[config.mk]
export PLATFORM = sky130hd
export DESIGN_NAME = lemming_status_monitor
export DESIGN_NICKNAME = d
export VERILOG_FILES = /design/src/rtl/lemming_status_monitor.sv
export SDC_FILE = /design/constraint.sdc
export NUM_CORES = 1
export LEC_CHECK = 0
export CORE_MARGIN = 3
export CORE_UTILIZATION = 50
export CTS_BUF_LIST = sky130_fd_sc_hd__clkbuf_8
export CTS_CLUSTER_SIZE = 25
export DETAILED_ROUTE_END_ITERATION = 16
export GPL_TIMING_DRIVEN = 0
export PLACE_DENSITY = 0.84
export SLEW_MARGIN = 30
export SYNTH_ARGS = -nofsm -noshare
export SYNTH_HDL_FRONTEND = slang
export SYNTH_SLANG_ARGS = --single-unit
[constraint.sdc]
create_clock -name clk -period 2.1 [get_ports clk]
set_input_delay 0.315 -clock clk [delete_from_list [all_inputs] [get_ports clk]]
set_output_delay 0.315 -clock clk [all_outputs]
set_load 0.01 [all_outputs]
[src/rtl/lemming_status_monitor.sv]
// lemming_status_monitor
//
// Watches the one-hot status outputs of a lemming walker FSM and keeps a
// running record of what the lemming has been doing. It tracks the length of
// the most recent fall, whether a fall was fatal, how many times the walk
// direction reversed and how many digs were started. Every output is a
// flop; nothing combinational reaches a port.
//
// Optional feature: define LEMMING_MON_ONEHOT_CHECK_EN to build the status
// encoding checker that drives onehot_err. Without it, onehot_err is tied to
// 0 and no checker logic exists.
//
// Parameter
//   SPLAT_LIMIT  longest fall, in cycles, that is survived (1..30)
//
// Ports
//   clk          clock; all state changes on its rising edge
//   reset        synchronous, active-high reset
//   walk_left    upstream status: walking left
//   walk_right   upstream status: walking right
//   aaah         upstream status: falling
//   digging      upstream status: digging
//   alive        1 until a fatal fall lands
//   splat        sticky flag, set when a fatal fall lands
//   fall_len     length in cycles of the most recently completed fall (sat. 31)
//   turn_count   walk-direction reversals, wraps 255 -> 0
//   dig_count    digs started, saturates at 255
//   onehot_err   1 for each sample whose status inputs are not one-hot
//   state_dbg    current monitor state (0 WALK, 1 FALL, 2 DIG, 3 DEAD)
//
// Handshake: there is none. The upstream status lines are level signals that
// are sampled on every rising edge; no valid/ready pairing applies.

module lemming_status_monitor #(
    parameter int SPLAT_LIMIT = 20
) (
    input  logic       clk,
    input  logic       reset,
    input  logic       walk_left,
    input  logic       walk_right,
    input  logic       aaah,
    input  logic       digging,
    output logic       alive,
    output logic       splat,
    output logic [4:0] fall_len,
    output logic [7:0] turn_count,
    output logic [7:0] dig_count,
    output logic       onehot_err,
    output logic [1:0] state_dbg
);

    typedef enum logic [1:0] {
        WALK = 2'd0,
        FALL = 2'd1,
        DIG  = 2'd2,
        DEAD = 2'd3
    } state_t;

    localparam logic [4:0] SPLAT_LIM5 = 5'(SPLAT_LIMIT);

    state_t     state;
    state_t     state_d;

    logic [4:0] fcnt;
    logic [4:0] fcnt_d;
    logic       prev_left;
    logic       prev_right;
    logic       prev_dig;

    logic       alive_d;
    logic       splat_d;
    logic [4:0] fall_len_d;
    logic [7:0] turn_count_d;
    logic [7:0] dig_count_d;
    logic       prev_left_d;
    logic       prev_right_d;
    logic       prev_dig_d;

    // Being in FALL means the previous sample had aaah=1, so a current sample
    // with aaah=0 is the landing.
    logic       landing;
    logic       fatal_landing;
    logic       reversal;

    assign landing       = (state == FALL) && !aaah;
    assign fatal_landing = landing && (fcnt > SPLAT_LIM5);

    // Only a direct walk-to-walk flip counts. Requiring the previous state to
    // be WALK and the current sample to be neither falling nor digging keeps
    // reversals that pass through FALL or DIG out of the count.
    assign reversal = (state == WALK) && !aaah && !digging &&
                      ((prev_left && walk_right) || (prev_right && walk_left));

    assign state_dbg = state;

    // ------------------------------------------------------------------
    // State register
    // ------------------------------------------------------------------
    always_ff @(posedge clk) begin
        if (reset) begin
            state <= WALK;
        end else begin
            state <= state_d;
        end
    end

    // ------------------------------------------------------------------
    // Next-state logic
    // ------------------------------------------------------------------
    always_comb begin
        state_d = state;
        if (state != DEAD) begin
            if (fatal_landing) begin
                state_d = DEAD;
            end else if (aaah) begin
                state_d = FALL;
            end else if (digging) begin
                state_d = DIG;
            end else begin
                state_d = WALK;
            end
        end
    end

    // ------------------------------------------------------------------
    // Output / counter next values. DEAD freezes everything by leaving
    // every *_d at its current value.
    // ------------------------------------------------------------------
    always_comb begin
        fcnt_d       = fcnt;
        alive_d      = alive;
        splat_d      = splat;
        fall_len_d   = fall_len;
        turn_count_d = turn_count;
        dig_count_d  = dig_count;
        prev_left_d  = prev_left;
        prev_right_d = prev_right;
        prev_dig_d   = prev_dig;

        if (state != DEAD) begin
            prev_left_d  = walk_left;
            prev_right_d = walk_right;
            prev_dig_d   = digging;

            if (aaah) begin
                if (fcnt != 5'd31) begin
                    fcnt_d = fcnt + 5'd1;
                end
            end else begin
                fcnt_d = 5'd0;
            end

            if (landing) begin
                fall_len_d = fcnt;
            end

            if (fatal_landing) begin
                splat_d = 1'b1;
                alive_d = 1'b0;
            end

            if (reversal) begin
                turn_count_d = turn_count + 8'd1;
            end

            // A landing straight into digging also lands here as a dig start.
            if (digging && !prev_dig && (dig_count != 8'd255)) begin
                dig_count_d = dig_count + 8'd1;
            end
        end
    end

    // ------------------------------------------------------------------
    // Output and datapath registers
    // ------------------------------------------------------------------
    always_ff @(posedge clk) begin
        if (reset) begin
            fcnt       <= 5'd0;
            alive      <= 1'b1;
            splat      <= 1'b0;
            fall_len   <= 5'd0;
            turn_count <= 8'd0;
            dig_count  <= 8'd0;
            prev_left  <= 1'b1;
            prev_right <= 1'b0;
            prev_dig   <= 1'b0;
        end else begin
            fcnt       <= fcnt_d;
            alive      <= alive_d;
            splat      <= splat_d;
            fall_len   <= fall_len_d;
            turn_count <= turn_count_d;
            dig_count  <= dig_count_d;
            prev_left  <= prev_left_d;
            prev_right <= prev_right_d;
            prev_dig   <= prev_dig_d;
        end
    end

    // ------------------------------------------------------------------
    // Status encoding checker. Runs in every state, DEAD included, and
    // feeds nothing but onehot_err.
    // ------------------------------------------------------------------
`ifdef LEMMING_MON_ONEHOT_CHECK_EN
    always_ff @(posedge clk) begin
        if (reset) begin
            onehot_err <= 1'b0;
        end else begin
            onehot_err <= !$onehot({walk_left, walk_right, aaah, digging});
        end
    end
`else
    assign onehot_err = 1'b0;
`endif

endmodule
==> metrics.md <==
| Metric | Value |
|---|---|
| Worst flop-to-flop path endpoint | `fcnt[3]$_SDFFE_PP0P_` |
| ANT nets after route | `0` |
| Htree depth | `2` |
| Crit path max fanout | `8` |
| GRT Residual Overflow | `0` |
| Detailed Route WL | `approximately 3300 µm` |
| Pin count of the biggest net entering global routing | `12` |
| Post CTS Setup Buffer Count | `0` |
| Hold path cells | `2` |
| Final GP Congestion | `between 0.8 and 0.9` |
| CTS tree | `yes` |
| Pint | `approximately 0.00091 W` |
| Main combinational cell family by area after synthesis | `simple AND/OR/NAND/NOR gates` |
| Reg2reg path depth | `6` |
| Hold Fails Final Rpt | `0` |
| Sequential Power Share | `0.537` |
| Syn_area_per_cell | `a little under 9 µm²` |
| Sw Pwr | `~0.00031 W` |
| Distinct cell type count after synthesis | `35` |
| Initial core utilization | `0.556` |
| Logic gate share of total power | `0.080` |
| Synth Register Bits | `33` |
| Sink Count | `33` |
| Die Y | `approximately 60 µm` |
| CTS Root Cell | `clkbuf_8` |
| Startpoint types | `input port` |
| First-pass GRT wire length | `~5700 µm` |
| Post-Synth Simple-Gate Area | `0.235` |
| Vias in the first global route | `about 1300` |
| Slew Viols, Final | `0` |
| Clock latency on the worst-skew pair | `290 ps` |
| Max frequency | `about 520 MHz` |
| Fill count | `about 210` |
| Die width | `59.9 µm` |
| Number of diodes | `0` |
| Cell Area, Synth | `1450 µm²` |
| Clock Path Buffers | `2` |
| Tot GR Track Use | `0.216` |
| YS warnings | `0` |
| Post-synthesis adder-cell area fraction | `0.0431` |
| Xor/xnor share of the synthesized area | `0.0482` |
| Measured slew at the worst slew-check pin | `775 ps` |
| Hold Path Class | `input port to register` |
| Post-placement cell count | `~220` |
| Hold buffer count at CTS | `0` |
| Layout area overhead | `28.5%` |
| Synth Area in Compound Gates | `0.125` |
| End of the critical path | `turn_count[6]$_SDFFE_PP0P_` |
| Initial antenna violation count | `0` |
| Post-DP HPWL | `between 2000 and 2500 µm` |
| Final Util | `0.715` |
| Critical Path AT | `between 2000 and 2500 ps` |
| Power share of the clock group | `0.383` |
| Sw Ratio | `0.251` |
| Reg-to-reg setup timing slack | `approximately 280 ps` |
| DR vias | `roughly 1300` |
| DR WL/cell | `~14 µm` |
| Critical path class | `input port to register` |
| Vias per cell | `roughly 5.6` |
| Pre-antenna DRT Iters | `4` |
| Max-Cap Viols | `0` |
| Post-route clock period utilization | `0.908` |
| DIE AREA | `roughly 3600 µm²` |
| Number of cell rows | `18` |
| Share of layout cells above drive strength 1 | `0.0750` |
| Clk_skew | `slightly below 3 ps` |
| IO Count | `32` |
| RSZ-0062 raised after global routing | `false` |
| Mux contribution to synthesized area | `0.0482` |
| Rel. slew slack | `0.484` |
| Worst IR drop on VDD | `0.734 mV` |
| Clock transition at the registers of the reported paths | `~70 ps` |
| Post-CTS sizing | `0` |
| R2r startpoint | `fcnt[0]$_SDFFE_PP0P_` |
| Core footprint | `between 2000 and 3000 µm²` |
| Syn Nets | `between 150 and 200` |
| Port Buf Inserts | `29` |
| Leak | `approximately 0.64 nW` |
| Tot Pwr | `0.00122 W` |
| Post-synthesis instance total | `about 160` |
| Layout net count | `210` |
| CP Capture Type | `register` |
| Initial DRC count | `63` |
| DR DRC count | `0` |
| DP Area | `1780 µm²` |
| Final hold slack | `roughly 360 ps` |
| Non-filler cells, final | `between 200 and 250` |
| Pwr per Cell Area | `~650 nW/µm²` |
| Number of CTS-inserted buffers | `5` |
| Worst Setup SP | `digging` |
| Seq/Total Area, Yosys | `0.455` |
| Status | `complete, no violations` |
| Data required, critical path | `2260 ps` |
| Endpoints failing setup | `0` |
| Design area | `about 1900 µm²` |
| Fin crit period | `approximately 1900 ps` |
[placed cells by master (no fill, tap or decap), drive strengths merged, types with 3 or more instances in the layout]
cell type,count
buf,3
o21ai,6
clkbuf,10
xnor2,7
inv,7
dfxtp,33
a21oi,14
mux2i,7
clkdlybuf4s50,29
or3,3
nor4,3
a22oi,3
or4,5
nor3,3
o31ai,3
ha,5
nor2,18
nand2,13
nand3,7
[worst min-delay path by stage]
stage	to	start
finish	state_dbg[1]$_SDFFE_PP0N_	reset
global route	state_dbg[1]$_SDFFE_PP0N_	reset
CTS	state_dbg[1]$_SDFFE_PP0N_	reset
detailed placement	splat$_SDFFE_PP0P_	splat$_SDFFE_PP0P_
global placement	alive$_SDFFE_PP1P_	alive$_SDFFE_PP1P_
floorplan	prev_dig$_SDFFE_PP0N_	prev_dig$_SDFFE_PP0N_
[per-layer routing]
metal  part of all wire  vias to the layer above  global-route usage
met5                  0                        -                   0
met4              0.019                        0              0.0886
met3              0.045                        5              0.0713
met2               0.51                       27               0.363
met1               0.42                      615               0.249
li1                   -                      640                   -
[metrics by stage]
step / worst slack, ps / TNS [ps]
global route: 131 / 0
finish: 194 / 0
detailed placement: -108 / -273
global placement: -59.1 / -146
floorplan: 427 / 0
CTS: 195 / 0
[sequential cells by signal (all words and copies together) (netlist names)]
| signal | flops |
|---|---|
| state_dbg | 2 |
| splat | 1 |
| turn_count | 8 |
| dig_count | 8 |
| fcnt | 5 |
| alive | 1 |
| prev_left | 1 |
| fall_len | 5 |
| prev_right | 1 |
| prev_dig | 1 |
[cells in the mapped netlist]
cell type  instances  area, µm²
dfxtp_1           33        661
nor2_1            18       67.6
a21oi_1           14       70.1
nand2_1           13       48.8
inv_1              7       26.3
mux2i_1            7       70.1
nand3_1            7       35.0
xnor2_1            7       61.3
clkbuf_1           5       18.8
ha_1               5       62.6
or4_1              5       37.5
o21ai_0            4       20.0
a22oi_1            3       22.5
nor3_1             3       15.0
nor4_2             3       37.5
o31ai_1            3       22.5
or3_1              3       18.8
a31oi_1            2       12.5
buf_2              2       10.0
nand3b_1           2       15.0
nand4_1            2       12.5
o21ai_1            2       10.0
a21o_1             1       7.51
and2_1             1       6.26
and3_1             1       6.26
buf_4              1       7.51
conb_1             1       3.75
nand2b_1           1       6.26
nand4b_1           1       8.76
nor2b_1            1       6.26
nor3b_1            1       7.51
nor3b_2            1       12.5
o2111ai_1          1       8.76
o211ai_1           1       7.51
xor2_1             1       8.76
[critical path, cell delays in order]
cell and delay (ps):
clkdlybuf4s50_1 480, or4_1 530, buf_2 190, nor4_2 310
xnor2_1 180, nor2_1 60
[cell type report]
class	count	area (µm²)	share of cell area
buffer	8	36.3	0.0194
clock buffer	5	68.8	0.0369
clock inverter	3	17.5	0.00938
inverter	7	26.3	0.0141
multi-input combinational	115	729	0.391
sequential	33	661	0.354
tap	30	37.5	0.0201
timing repair buffer	29	290	0.155
[cell families after synthesis]
kind of cell / Yosys count
AO/OA/AOI/OAI: 31
XOR/XNOR: 8
adder cells (fa/ha/maj): 5
buffers and inverters: 15
flip-flops: 33
multiplexers: 7
other: 1
AND/OR/NAND/NOR: 63
[power by group through the flow]
| stage | sequential [W] | clock (W) | combinational (W) |
|---|---|---|---|
| after detailed placement | 0.000667 | 0 | 0.0000969 |
| after global routing | 0.000654 | 0.000511 | 0.000108 |
| after global placement | 0.000665 | 0 | 0.0000926 |
| final | 0.000653 | 0.000466 | 0.0000972 |
| after CTS | 0.000652 | 0.000475 | 0.0000974 |
| after floorplan | 0.000668 | 0 | 0.0000546 |
(Power assumes the default switching activity.)
